--- config.mk ---
export PLATFORM = sky130hd
export DESIGN_NAME = dds_sweep_ctrl
export DESIGN_NICKNAME = d
export VERILOG_FILES = /design/src/rtl/dds_sweep_ctrl.sv
export SDC_FILE = /design/constraint.sdc
export NUM_CORES = 1
export LEC_CHECK = 0
export CAP_MARGIN = 20
export CORE_MARGIN = 5
export CORE_UTILIZATION = 46
export DETAILED_ROUTE_END_ITERATION = 7
export GPL_TIMING_DRIVEN = 1
export PLACE_DENSITY_LB_ADDON = 0.2
export SETUP_SLACK_MARGIN = 0.2
export SLEW_MARGIN = 10
export SYNTH_ARGS = -nofsm -noshare
export SYNTH_HDL_FRONTEND = slang
export SYNTH_SLANG_ARGS = --single-unit
--- constraint.sdc ---
create_clock -name clk -period 2.8 [get_ports clk]
set_input_delay 0.7 -clock clk [delete_from_list [all_inputs] [get_ports clk]]
set_output_delay 0.7 -clock clk [all_outputs]
set_load 0.01 [all_outputs]
--- src/rtl/dds_sweep_ctrl.sv ---
`default_nettype none
// ============================================================================
// Module   : dds_sweep_ctrl
// Purpose  : Stepped frequency sweep sequencer driving a DDS frequency/phase
//            word, with per-step dwell, optional looping and abort.
// Revision : 1.0 - initial release
// ============================================================================
module dds_sweep_ctrl #(
    parameter int PW = 32,
    parameter int CW = 16
) (
    input  logic          clk,
    input  logic          rst,
    input  logic          cfg_valid,
    output logic          cfg_ready,
    input  logic [PW-1:0] cfg_f0,
    input  logic [PW-1:0] cfg_step,
    input  logic [CW-1:0] cfg_nsteps,
    input  logic [CW-1:0] cfg_dwell,
    input  logic [PW-1:0] cfg_phase,
    input  logic          cfg_loop,
    input  logic          abort,
    output logic          dds_en,
    output logic [PW-1:0] dds_freq,
    output logic [PW-1:0] dds_phase,
    output logic [CW-1:0] step_idx,
    output logic          busy,
    output logic          done
);

    typedef enum logic [1:0] {
        ST_IDLE = 2'd0,
        ST_RUN  = 2'd1,
        ST_DONE = 2'd2
    } state_t;

    state_t        r_state;
    state_t        w_state_nxt;

    logic [PW-1:0] r_f0;
    logic [PW-1:0] r_step;
    logic [CW-1:0] r_nsteps;
    logic [CW-1:0] r_dwell;
    logic          r_loop;
    logic [CW-1:0] r_dwell_cnt;

    logic          w_accept;
    logic          w_step_end;
    logic          w_last_step;
    logic          w_advance;

    assign w_step_end  = (r_dwell_cnt == r_dwell);
    assign w_last_step = (step_idx == r_nsteps);

    always_comb begin
        w_state_nxt = r_state;
        w_accept    = 1'b0;
        w_advance   = 1'b0;
        case (r_state)
            ST_IDLE: begin
                if (cfg_valid) begin
                    w_accept    = 1'b1;
                    w_state_nxt = ST_RUN;
                end
            end
            ST_RUN: begin
                // Abort wins over a simultaneous terminal step, so no done pulse.
                if (abort) begin
                    w_state_nxt = ST_IDLE;
                end else begin
                    w_advance = w_step_end;
                    if (w_step_end && w_last_step && !r_loop) begin
                        w_state_nxt = ST_DONE;
                    end
                end
            end
            ST_DONE: begin
                w_state_nxt = ST_IDLE;
            end
            default: begin
                w_state_nxt = ST_IDLE;
            end
        endcase
    end

    always_ff @(posedge clk) begin
        if (rst) begin
            r_state <= ST_IDLE;
        end else begin
            r_state <= w_state_nxt;
        end
    end

    // Status flags are flopped from the next state so they align with r_state.
    always_ff @(posedge clk) begin
        if (rst) begin
            cfg_ready <= 1'b1;
            busy      <= 1'b0;
            dds_en    <= 1'b0;
            done      <= 1'b0;
        end else begin
            cfg_ready <= (w_state_nxt == ST_IDLE);
            busy      <= (w_state_nxt == ST_RUN);
            dds_en    <= (w_state_nxt == ST_RUN);
            done      <= (w_state_nxt == ST_DONE);
        end
    end

    always_ff @(posedge clk) begin
        if (rst) begin
            r_f0        <= '0;
            r_step      <= '0;
            r_nsteps    <= '0;
            r_dwell     <= '0;
            r_loop      <= 1'b0;
            r_dwell_cnt <= '0;
            dds_freq    <= '0;
            dds_phase   <= '0;
            step_idx    <= '0;
        end else if (w_accept) begin
            r_f0        <= cfg_f0;
            r_step      <= cfg_step;
            r_nsteps    <= cfg_nsteps;
            r_dwell     <= cfg_dwell;
            r_loop      <= cfg_loop;
            r_dwell_cnt <= '0;
            dds_freq    <= cfg_f0;
            dds_phase   <= cfg_phase;
            step_idx    <= '0;
        end else if (r_state == ST_RUN && !abort) begin
            if (w_advance) begin
                r_dwell_cnt <= '0;
                if (!w_last_step) begin
                    dds_freq <= dds_freq + r_step;
                    step_idx <= step_idx + CW'(1);
                end else if (r_loop) begin
                    dds_freq <= r_f0;
                    step_idx <= '0;
                end
            end else begin
                r_dwell_cnt <= r_dwell_cnt + CW'(1);
            end
        end
    end

endmodule
`default_nettype wire

======== After elaboration in Yosys (flattened, before gate mapping) ========
Cells that the tools add are included.
operators by class
  add/subtract/negate cells ............... 3
  equal/unequal tests ..................... 7
  mux-type cells .......................... 16
  reduce and logical (&&, ||, !) cells .... 12
operators by type and width
  operator               count
  $mux 32                5
  $mux 16                3
  $add 16x1->16 const B  2
  $add 32x32->32         1
  $eq 16x16->1           2
  $mux 2                 3
  $reduce_and 3->1       2
  $eq 2x1->1 const B     2
  $logic_not 2->1        2
  $mux 1                 4
  $pmux 2 s2             1
  $reduce_bool 2->1      2
  $logic_and 1x1->1      3
  $ne 3x3->1 const B     1
  $eq 2x2->1 const B     1
  $logic_not 1->1        2
  $ne 2x2->1 const B     1
  $reduce_or 2->1        1
storage, ports and cells
  flip-flop bits (word level) ............. 198
  input bits .............................. 133
  output and inout port bits .............. 84
  logic and storage cells ................. 51

======== Logic depth before layout (Yosys ltp) ========
  depth in word-level cells ............... 7
  mapped depth ............................ 11
  depth with buffers taken out ............ 11

======== Worst setup path before layout ========
OpenSTA, ideal clock, no wires.
  kind .................................... reg-to-reg
  from .................................... reg dds_freq[0]
  to ...................................... reg dds_freq[30]
  setup time .............................. 70 ps
  arrival time ............................ 2764 ps
  data required time ...................... 2730 ps
  slack ................................... -34 ps
  stages on the path, launching flop included .. 12
  buffers on the path ..................... 0
  clock period less this slack ............ 2834 ps
  cell sequence ........................... dfxtp_1 > ha_1 > fa_1 > a21o_1 > a21o_1 > a211oi_2 > o31ai_4 > a31oi_4 > o211ai_2 > a31oi_1 > mux2_2 > a21oi_1
between the ends
  cells in the longest elaborated chain, start to end .. 5
ends and longest elaborated chain
  what                    RTL line  RTL
  start, declared         24        output logic [PW-1:0] dds_freq,
  start signal, assigned  127       dds_freq <= cfg_f0;
  start signal, assigned  134       dds_freq <= dds_freq + r_step;
  start signal, assigned  137       dds_freq <= r_f0;
  $add 32x32->32          134
  $mux 32                 133       if (!w_last_step) begin
  $mux 32                 131       if (w_advance) begin
  $mux 32                 130       end else if (r_state == ST_RUN && !abort) begin
  $mux 32                 120       end else if (w_accept) begin
No other way between the ends. The select of a mux whose other input is x is not followed.
A chain may end at the register's enable or synchronous reset.

======== Worst setup path in the final report ========
Same ends and word-level chain as after synthesis.

==> summary.txt <==
Outcome
  • Outcome: completed

Route
  • DRT Pass-1 Iters: 5
  • Total Routed Length: ~27,000 microns
  • Initial DRC count: approximately 550
  • DR WL/cell: 15.8 microns
  • Via density: 5.29
  • Vias: 8,944
  • Drt drc: 0
  • Routed Antenna Nets: 0

Layout
  • Nets: approximately 1.6k
  • Final core utilization: 0.630
  • Most common cell after layout, fill and taps aside: nand2_1
  • Layout area overhead: 34.5%
  • Most frequent cells in the layout: nand2_1, clkdlybuf4s50_1, dfxtp_1
  • N_diodes: 0
  • Share of cells above drive strength 1: 0.0844

Critical path
  • Worst Setup EP: dds_freq[30]
  • R2R setup slack: 120 ps
  • Worst R2R End: dds_freq[30]
  • Worst Setup SP: dds_freq[0]
  • Crit. End Element: flop
  • Worst reg-to-reg path cell count: 11
  • Worst endpoint required time: 3170 ps
  • Worst Setup Start Kind: flop
  • RR Startpoint: dds_freq[0]
  • Kind of critical path: flop to flop
  • Arr. time, crit path: 3050 ps
  • CP Max Fanout: 2

Timing
  • Worst slew pin tran: 554 ps
  • Hold slack: 453 ps
  • Fin crit period: 2680 ps
  • Final Hold Fails: 0
  • Pins Over Slew Limit: 0
  • Period utilisation layout: 0.959
  • Layout Skew: roughly 11 ps
  • Setup TNS: 0 ps
  • Setup WS post-layout: 116 ps
  • Max Freq: 373 MHz
  • # setup viols final: 0
  • RSZ-0062 raised after global routing: true
  • Slew Limit Headroom: 0.631

Die
  • Initial core utilization: 0.469
  • Die ar.: 23,700 sq um
  • Die Ht: 154 microns
  • Die X-Extent: 154 microns
  • Core area: around 20,000 sq um
  • I/O Pins: 217
  • Rows: 52

Clock tree
  • Root Buffer: clkbuf_16
  • Clk_lat worst skew: 430 ps
  • CTS H-Tree Depth: 4
  • TritonCTS clock tree: built
  • Hold buffer count at cts: 0
  • Clock slew at the register clock pins of the worst setup and hold paths: 70 ps
  • Clock Sinks: roughly 200
  • CTS Buf Count: 17
  • CTS max path bufs: 2

Synth
  • Register area share after synthesis: 0.417
  • Mapped Area: 9510 sq um
  • Synth Flop Type: dfxtp_1
  • Number of synthesized flops with an enable pin: 0
  • Async set-or-reset flop fraction in the synthesized netlist: 0
  • Cells after Synth: 1,206
  • Yosys warning count: 0
  • Synth Area per Inst: just under 8 sq um
  • #FFs+latches synth: between 150 and 200
  • Number of library cell types mapped by synthesis: 68
  • Syn Nets: 1,373

Global route
  • Maximum number of pins on one net before global-route repair: 114
  • Vias in the first global route: 8,467
  • Initial antenna violation count: 0
  • Global-route wire length before repair: 43,100 microns
  • Grt ovf: 0
  • Tot GR Track Use: 0.219

Pwr
  • Worst vdd ir: 0.328 mV
  • Total power: 6710 uW
  • Pwr dens: ~520 nW/um^2
  • Static leakage: 0.00499 uW

Hold path
  • Worst hold path type: flop to flop

Placed design
  • Post-DP HPWL: around 19,000 microns
  • Global placer's final weighted congestion: 0.918
  • PortBufs: around 220
  • Pre-CTS WS: -57.2 ps

Run
  • Max Cap Violations: 0
## cells by family (layout without fill, tap and decap cells)
logic type               count (synthesis)  after routing  share of synthesized area
XOR/XNOR                                82             82                     0.0755
flip-flops                             198            198                      0.417
AND/OR/NAND/NOR                        492            492                      0.221
AO/OA/AOI/OAI                          305            305                      0.193
adder cells (fa/ha/maj)                 34             34                     0.0455
buffers and inverters                   83            298                     0.0355
multiplexers                            12             12                     0.0129
## registers in the layout, summed over array words and instances, names as in the netlist, 2 cells and up
| signal | cells |
|---|---|
| r_dwell_cnt | 16 |
| dds_phase | 32 |
| r_f0 | 32 |
| r_nsteps | 16 |
| r_state | 2 |
| r_dwell | 16 |
| dds_freq | 32 |
| r_step | 32 |
| step_idx | 16 |
## metal layers
metal | part of all wire | up-vias | track usage
met5 | 0 | - | 0
met4 | 0.015 | 0 | 0.0509
met3 | 0.063 | 39 | 0.0450
met2 | 0.46 | 265 | 0.354
met1 | 0.46 | 4115 | 0.302
li1 | - | 4525 | -
## where the power goes
group | switching [uW] | internal, uW | leakage (uW)
clock network | 1190 | 1180 | 0.000278
registers | 113 | 2970 | 0.00162
logic | 652 | 606 | 0.00309
## worst max-delay path: stages, from the launching register on
cell and delay [ps]:
dfxtp_4 350, ha_4 160, fa_2 330, a21o_1 160
a21o_1 190, a211oi_4 270, o31ai_4 100, a31oi_4 210
o211ai_2 160, a31oi_1 230, mux2_2 360, a21oi_2 110
## layout make-up
type,count,area (sq um)
fill,1828,7510
multi-input combinational,925,5350
sequential,198,3970
timing repair buffer,256,2520
clock buffer,17,425
tap,270,338
clock inverter,15,146
inverter,10,37.5
## timing repair
item / in CTS / in global routing
gates cloned: 0 / 0
pin swaps: 9 / 15
setup endpoints to repair: 15 / 30
setup buffers: 7 / 5
gates resized for setup: 9 / 19
## synth_stat cells (2+ instances only)
cell type / instances / share of area
nor3b_1: 3 / 0.0024
nand4_1: 13 / 0.0086
a31oi_1: 7 / 0.0046
a211oi_1: 9 / 0.0071
xnor2_1: 34 / 0.031
and3_1: 9 / 0.0059
mux2_2: 2 / 0.0024
nor2b_1: 3 / 0.0020
and2_1: 4 / 0.0026
nor4_1: 7 / 0.0046
nor2_1: 93 / 0.037
or3_1: 5 / 0.0033
ha_1: 33 / 0.043
nand3_1: 19 / 0.010
o21a_1: 5 / 0.0039
a211o_1: 2 / 0.0018
inv_1: 9 / 0.0036
nor2_4: 2 / 0.0024
a211oi_2: 2 / 0.0026
a21o_1: 15 / 0.012
o221ai_1: 12 / 0.011
and4_1: 2 / 0.0018
buf_2: 8 / 0.0042
a21oi_1: 183 / 0.096
nand2b_1: 3 / 0.0020
buf_4: 2 / 0.0016
mux2i_1: 10 / 0.011
xor2_1: 48 / 0.044
dfxtp_1: 198 / 0.42
buf_1: 8 / 0.0032
a21boi_0: 4 / 0.0032
nor3_1: 6 / 0.0032
nand2_1: 314 / 0.12
o22ai_1: 7 / 0.0046
o21ai_0: 24 / 0.013
o31ai_1: 3 / 0.0024
o211ai_1: 12 / 0.0095
o21bai_1: 3 / 0.0024
a311oi_1: 2 / 0.0018
clkbuf_1: 53 / 0.021
## per-stage QoR
| step | cell area [sq um] | instances |
|---|---|---|
| 2_1_floorplan | 9540 | 1206 |
| 5_1_grt | 12800 | 1691 |
| 3_5_place_dp | 12000 | 1647 |
| 4_1_cts | 12700 | 1686 |
| 3_3_place_gp | 12000 | 1647 |
| 6_report | 12800 | 1691 |
## how the worst min path moves through the flow
stage                              from            end  cells past startpoint
after global routing      dds_phase[10]  dds_phase[10]                      2
after detailed placement       r_f0[29]       r_f0[29]                      2
after global placement         r_f0[29]       r_f0[29]                      2
after floorplan                r_f0[29]       r_f0[29]                      2
after CTS                 dds_phase[29]  dds_phase[29]                      2
final                           r_f0[7]        r_f0[7]                      2
(Power assumes the default switching activity.)
